==> src/rtl/seg7_pkg.sv <==
// rtl/seg7_pkg.sv - segment codes, scan FSM states and cathode-to-hex lookup
package seg7_pkg;

    localparam logic [6:0] SEG_0     = 7'h40;
    localparam logic [6:0] SEG_1     = 7'h79;
    localparam logic [6:0] SEG_2     = 7'h24;
    localparam logic [6:0] SEG_3     = 7'h30;
    localparam logic [6:0] SEG_4     = 7'h19;
    localparam logic [6:0] SEG_5     = 7'h12;
    localparam logic [6:0] SEG_6     = 7'h02;
    localparam logic [6:0] SEG_7     = 7'h78;
    localparam logic [6:0] SEG_8     = 7'h00;
    localparam logic [6:0] SEG_9     = 7'h10;
    localparam logic [6:0] SEG_A     = 7'h08;
    localparam logic [6:0] SEG_B     = 7'h03;
    localparam logic [6:0] SEG_C     = 7'h27;
    localparam logic [6:0] SEG_D     = 7'h21;
    localparam logic [6:0] SEG_E     = 7'h06;
    localparam logic [6:0] SEG_F     = 7'h0E;
    localparam logic [6:0] SEG_BLANK = 7'h7F;

    typedef enum logic [1:0] {
        IDLE = 2'd0,
        QUAL = 2'd1,
        HOLD = 2'd2
    } scan_state_t;

    // Returns {legal, nibble}; illegal patterns (including blank) return 5'h00.
    function automatic logic [4:0] seg7_to_hex(input logic [6:0] cat);
        logic [4:0] r;
        case (cat)
            SEG_0:   r = 5'h10;
            SEG_1:   r = 5'h11;
            SEG_2:   r = 5'h12;
            SEG_3:   r = 5'h13;
            SEG_4:   r = 5'h14;
            SEG_5:   r = 5'h15;
            SEG_6:   r = 5'h16;
            SEG_7:   r = 5'h17;
            SEG_8:   r = 5'h18;
            SEG_9:   r = 5'h19;
            SEG_A:   r = 5'h1A;
            SEG_B:   r = 5'h1B;
            SEG_C:   r = 5'h1C;
            SEG_D:   r = 5'h1D;
            SEG_E:   r = 5'h1E;
            SEG_F:   r = 5'h1F;
            default: r = 5'h00;
        endcase
        return r;
    endfunction

endpackage

==> src/rtl/seg7_cat_decode.sv <==
// rtl/seg7_cat_decode.sv - combinational cathode pattern to {legal, blank, nibble}
module seg7_cat_decode
    import seg7_pkg::*;
(
    input  logic [6:0] cat,
    output logic       legal,
    output logic       blank,
    output logic [3:0] nibble
);

    logic [4:0] dec;

    always_comb begin
        dec    = seg7_to_hex(cat);
        legal  = dec[4];
        nibble = dec[3:0];
        blank  = (cat == SEG_BLANK);
    end

endmodule

==> src/rtl/seg7_scan_decoder.sv <==
// rtl/seg7_scan_decoder.sv - qualifies scanned 7-segment slots and reassembles the 4-digit value
module seg7_scan_decoder
    import seg7_pkg::*;
#(
    parameter int STABLE_CYCLES = 4,
    parameter int SYNC_STAGES   = 2
) (
    input  logic        clk,
    input  logic        rst_n,
    input  logic [3:0]  seg_an,
    input  logic [7:0]  seg_cat,
    input  logic        clear,
    output logic [15:0] digits,
    output logic [3:0]  dp,
    output logic [3:0]  blank,
    output logic [3:0]  dig_valid,
    output logic        frame_valid,
    output logic        err
);

    localparam logic [7:0] CNT_MAX = 8'(STABLE_CYCLES);

    logic [SYNC_STAGES-1:0][3:0] an_sync;
    logic [SYNC_STAGES-1:0][7:0] cat_sync;
    logic [3:0]  s_an, prev_an;
    logic [7:0]  s_cat, prev_cat;
    logic [7:0]  cnt;
    scan_state_t state, state_next;
    logic        changed, bus_idle, capture;
    logic [3:0]  slot_sel;
    logic        one_hot, dec_legal, dec_blank, dec_ok;
    logic        accept, err_hit, frame_done;
    logic [3:0]  dec_nibble, upd, upd_acc;

    assign s_an     = an_sync[SYNC_STAGES-1];
    assign s_cat    = cat_sync[SYNC_STAGES-1];
    assign changed  = ({s_an, s_cat} != {prev_an, prev_cat});
    assign bus_idle = (s_an == 4'hF);

    // Sync and history reset to the idle bus level so reset never looks like an all-anodes-on scan.
    always_ff @(posedge clk or negedge rst_n) begin
        if (!rst_n) begin
            an_sync  <= '1;
            cat_sync <= '1;
            prev_an  <= 4'hF;
            prev_cat <= 8'hFF;
            cnt      <= 8'd0;
        end else if (clear) begin
            an_sync  <= '1;
            cat_sync <= '1;
            prev_an  <= 4'hF;
            prev_cat <= 8'hFF;
            cnt      <= 8'd0;
        end else begin
            an_sync  <= {an_sync[SYNC_STAGES-2:0], seg_an};
            cat_sync <= {cat_sync[SYNC_STAGES-2:0], seg_cat};
            prev_an  <= s_an;
            prev_cat <= s_cat;
            if (changed) begin
                cnt <= 8'd1;
            end else if (cnt != CNT_MAX) begin
                cnt <= cnt + 8'd1;
            end
        end
    end

    always_ff @(posedge clk or negedge rst_n) begin
        if (!rst_n) begin
            state <= IDLE;
        end else if (clear) begin
            state <= IDLE;
        end else begin
            state <= state_next;
        end
    end

    always_comb begin
        state_next = state;
        case (state)
            IDLE: if (!bus_idle) state_next = QUAL;
            QUAL: begin
                if (bus_idle) begin
                    state_next = IDLE;
                end else if (!changed && (cnt == CNT_MAX)) begin
                    state_next = HOLD;
                end
            end
            HOLD: if (changed) state_next = bus_idle ? IDLE : QUAL;
            default: state_next = IDLE;
        endcase
    end

    // A change on the capture cycle means the dwell just ended, so it must not be sampled.
    always_comb begin
        capture = (state == QUAL) && !bus_idle && !changed && (cnt == CNT_MAX);
    end

    seg7_cat_decode u_dec (
        .cat    (s_cat[6:0]),
        .legal  (dec_legal),
        .blank  (dec_blank),
        .nibble (dec_nibble)
    );

    always_comb begin
        slot_sel = 4'h0;
        for (int i = 0; i < 4; i++) begin
            slot_sel[i] = (s_an == ~(4'b0001 << i));
        end
    end

    assign one_hot    = |slot_sel;
    assign dec_ok     = dec_legal || dec_blank;
    assign accept     = capture && one_hot && dec_ok;
    assign err_hit    = capture && !(one_hot && dec_ok);
    assign upd_acc    = accept ? (upd | slot_sel) : upd;
    assign frame_done = accept && (upd_acc == 4'hF);

    always_ff @(posedge clk or negedge rst_n) begin
        if (!rst_n) begin
            digits      <= 16'h0;
            dp          <= 4'h0;
            blank       <= 4'h0;
            dig_valid   <= 4'h0;
            frame_valid <= 1'b0;
            err         <= 1'b0;
            upd         <= 4'h0;
        end else if (clear) begin
            digits      <= 16'h0;
            dp          <= 4'h0;
            blank       <= 4'h0;
            dig_valid   <= 4'h0;
            frame_valid <= 1'b0;
            err         <= 1'b0;
            upd         <= 4'h0;
        end else begin
            frame_valid <= frame_done;
            upd         <= frame_done ? 4'h0 : upd_acc;
            if (err_hit) begin
                err <= 1'b1;
            end
            if (accept) begin
                for (int i = 0; i < 4; i++) begin
                    if (slot_sel[i]) begin
                        dig_valid[i] <= 1'b1;
                        blank[i]     <= dec_blank;
                        if (dec_legal) begin
                            digits[4*i +: 4] <= dec_nibble;
                            dp[i]            <= ~s_cat[7];
                        end
                    end
                end
            end
        end
    end

endmodule

==> config.mk <==
export PLATFORM = sky130hd
export DESIGN_NAME = seg7_scan_decoder
export DESIGN_NICKNAME = d
export VERILOG_FILES = /design/src/rtl/seg7_pkg.sv /design/src/rtl/seg7_cat_decode.sv /design/src/rtl/seg7_scan_decoder.sv
export SDC_FILE = /design/constraint.sdc
export NUM_CORES = 1
export LEC_CHECK = 0
export CORE_ASPECT_RATIO = 0.6
export CORE_UTILIZATION = 60
export CTS_CLUSTER_DIAMETER = 80
export DETAILED_ROUTE_END_ITERATION = 7
export PLACE_DENSITY = 0.85
export SYNTH_ARGS = -nofsm -noshare
export SYNTH_HDL_FRONTEND = slang
export SYNTH_SLANG_ARGS = --single-unit
==> constraint.sdc <==
create_clock -name clk -period 7 [get_ports clk]
set_clock_uncertainty 0.1 [all_clocks]
set_input_delay 0.7 -clock clk [delete_from_list [all_inputs] [get_ports clk]]
set_output_delay 0.7 -clock clk [all_outputs]
set_load 0.01 [all_outputs]
==> results.md <==
- The run finished with clean final reports.
- The count of different cell masters after synthesis is 57.
- The CTS buffer count is 9.
- The finished cells cover 4530 um2.
- The post-detailed-route wirelength per cell is 16.8 um.
- The largest vdd supply drop is 0.109 mV.
- The fraction of power consumed by combinational cells is 0.072.
- The slowest cell on the critical path is nor4_2.
- The data required time at the worst endpoint is 7130 ps.
- The core region is 6190 um2.
- The number of nets with antenna violations after detailed routing is 0.
- The area of the mapped netlist is 3900 um2.
- Setup violations remaining at the end of the flow were counted as 0.
- For this run, the post-layout net count is 420.
- Synthesis produced a netlist with a net count of 389.
- Counting flops and latches in the post-synthesis netlist gives 80.
- The largest total area in the synthesized netlist belongs to dfrtp_1.
- The startpoint identified for the worst register-to-register timing path is s_cat[1].
- Yosys attributes the largest share of cell area to dfrtp_1, dfstp_2, or2_2.
- The critical path start-end classification is reg2reg.
- The die boundary width is 106 um.
- The max-slew violation count is 0.
- The number of DRC violations after detailed routing is 0.
- The total count of hold-check failures in the final report is 0.
- In this run the register-to-register setup slack is 4260 ps.
- The post-DP HPWL is 5620 um.
- The diode insertion count for antenna repair is 0.
- The quantity of gates resized following cts is 0.
- The switching part of the total is 0.264.
- The worst setup path is captured at a flip-flop.
- In this design, the stage delay of the slowest critical-path cell is 750 ps.
- Setup repair after global routing left no endpoint under its margin.
- After filler insertion, the fill cell instance count of the layout stands at 450.
- Once placement finished, the instance area stood at 4330 um2.
- Of all nets on the critical path, the largest fanout is 14.
- The gate family responsible for the most delay along the worst path is simple AND/OR/NAND/NOR gates.
- The die covers 6850 um2.
- Summed over all layers, the global routing overflow is 0.
- In this run, post-CTS hold repair placed 0 buffers.
- For this run, the number of Yosys warnings is 0.
- The initialized floorplan defines 22 standard-cell rows.
- The worst setup slack after placement is 4340 ps.
- The clock-pin transition on the worst setup and hold timing paths is 90 ps.
- In the finished design, the share of the clock period the worst path needs comes to 0.391.
- In this run the critical register-to-register path is captured at digits[11].
- Derived from the worst setup path, the maximum achievable clock frequency is 365 MHz.
- For this run, the register share of the synthesized area comes to 0.524.
- The critical path goes through xnor2_1 > nand4_1 > nor4_2 > o211ai_1 > nand3b_1 > o21ai_0.
- The post-layout utilization of the core is 0.731.
- Synthesis produced a netlist whose cell count is 372.
- The share of total power dissipated in the clock network is 0.373.
- The leakage power of the design is 1.79 nW.
- The setup fix buffers added after clock tree synthesis is 0.
- The tool flagged a number of max-cap violations equal to 0.
- Routability-driven placement finished with a final weighted congestion of 0.871.
- For this design the ratio of total power to cell area is 195 nW/um2.
- The wire length of the first global-routing pass is 13800 um.
- Dividing the synthesized area by the synthesized cell count gives 10.5 um2.
- The via count normalized by instance count is 6.00.
- Sorting the synthesized cells by how often they occur yields dfrtp_1, or2_2, dfstp_2, nor2_1, o21ai_0.
- Measured against its own limit, the worst slew margin works out to 0.308.
- The critical path arrival is 2870 ps.
- The share of async-settable or async-resettable flops after synthesis is 1.00.
- The tree is rooted in a clkbuf_8.
- The setup TNS after final layout is 0 ps.
- Counting both buffers and inverters, the worst setup path holds a total of 0.
- In the global route stage, overall resource usage came out at 0.266.
- For this block, the routed nets add up to 8290 um of wire.
- Counting flops with a built-in enable in the synthesized netlist gives 0.
- The area added between synthesis and finish is 15.9%.
- The pre-antenna-repair detailed-routing pass consisted of 5 iterations.
- In this run the number of H-tree levels came out at 3.
- 45 I/O pins were placed.
- Internal power comes to 0.651 mW.
- The clock passes through at most 2 buffers.
- The total via count in the routed design is 2951.
- The DRC violation total after the first TritonRoute iteration is 264.
- Of the total power, registers draw 0.554.
- The layout cell share with drive strength beyond 1 is 0.250.
- The depth of the critical timing path with buffers and inverters included is 6.
- In the post-synthesis netlist, the cell with the most instances is dfrtp_1.
- For this configuration, the core starts out at a cell density of 0.631.
- The insertion delay to the later sink of the worst-skew pair is 360 ps.
- The die height is 64.5 um.
- TritonCTS built the clock tree.
- The number of cells traversed by the worst register-to-register path is 6.
- After layout, the minimum clock period comes to 2740 ps.
- The smallest setup slack after layout is 4260 ps.
- STA classifies the critical path startpoint as a flip-flop.
- The count of buffers inserted at the top-level ports is 44.
- The initial antenna violation count is 0.
- The net switching power of the design is 0.233 mW.
- The slew at the pin closest to its max-slew limit is 1040 ps.
- Counting every sink on the clock net gives 80.
- The number of global-route vias before repair is 2701.
- The largest net degree at the start of global routing is 81.
- The most used flip-flop cell after synthesis is dfrtp_1.
- Of the post-synthesis cell area, the dominant cell type holds 0.282.
- The worst hold-check path type is in2async.
==> worst register-to-register path, cell delays in order, from the launching register on <==
cell      delay [ps]
dfstp_2          690
xnor2_1          160
nand4_1          270
nor4_2           750
o211ai_1         360
nand3b_1         190
o21ai_0          100
==> layer usage <==
layer  GRT usage  up-vias  share of wire
met5           0        -              0
met3      0.0674        6          0.089
met4      0.0729        0         0.0053
li1            -     1366              -
met1       0.416     1426           0.48
met2       0.364      153           0.42
==> cell type report <==
type                       count  area [um2]  share of cell area
clock buffer                  10         138              0.0304
clock inverter                 6        57.6              0.0127
tap                           84         105              0.0232
inverter                       7        26.3             0.00581
sequential                    80        2050               0.452
multi-input combinational    261        1720               0.380
timing repair buffer          44         433              0.0957
==> per-stage QoR <==
stage / total power [mW] / hold slack [ps] / cells
2_1_floorplan: 0.536 / 304 / 372
3_3_place_gp: 0.560 / 381 / 476
3_5_place_dp: 0.562 / 389 / 476
4_1_cts: 0.891 / 409 / 492
5_1_grt: 0.921 / 450 / 492
6_report: 0.885 / 371 / 492
==> placed cells by master, fill, tap and decap left out, drive strengths merged, types with 4 or more instances in the layout <==
| cell type | netlist | routed |
|---|---|---|
| nand3 | 11 | 11 |
| nand4 | 7 | 7 |
| or2 | 38 | 38 |
| inv | 7 | 12 |
| clkbuf | 16 | 10 |
| a32oi | 5 | 5 |
| nand2b | 7 | 7 |
| nand2 | 18 | 18 |
| xnor2 | 17 | 17 |
| mux2i | 4 | 4 |
| clkdlybuf4s50 | 0 | 42 |
| a21oi | 19 | 19 |
| nor2 | 36 | 36 |
| o211ai | 9 | 9 |
| dfstp | 36 | 36 |
| nor2b | 7 | 7 |
| nand3b | 10 | 10 |
| dfrtp | 44 | 44 |
| a22oi | 6 | 6 |
| o21ai | 21 | 21 |
==> logic make-up after synthesis <==
group	share of synthesized area
AOI/OAI and AO/OA	0.136
xor gates and xnor gates	0.0449
and+or+nand+nor	0.243
DFF	0.524
adders and majority gates	0.00641
muxes	0.0103
buffers and inverters	0.0356
==> power groups by stage <==
stage | Clock [mW] | Sequential, mW | Combinational [mW]
2_1_floorplan | 0 | 0.489 | 0.0471
3_3_place_gp | 0 | 0.497 | 0.0626
3_5_place_dp | 0 | 0.498 | 0.0641
4_1_cts | 0.337 | 0.490 | 0.0644
5_1_grt | 0.358 | 0.492 | 0.0708
6_report | 0.330 | 0.490 | 0.0639
==> state kept, by name (all words and copies together) (netlist names) <==
name and flops:
prev_cat 8, state 2, dig_valid 4, cat_sync 8, upd 4, dp 4
frame_valid 1, s_cat 8, s_an 4, prev_an 4, blank 4, err 1
cnt 8, digits 16, an_sync 4
==> worst max path at each step <==
stage	startpoint	slack [ps]	endpoint
2_1_floorplan	s_an[0]	4680	digits[2]
3_3_place_gp	s_cat[0]	4350	blank[0]
3_5_place_dp	s_cat[0]	4340	blank[2]
4_1_cts	s_cat[0]	4310	blank[2]
5_1_grt	cnt[0]	4120	digits[3]
6_report	s_cat[1]	4260	digits[11]
Note: power is estimated with default switching activity, not from simulation.
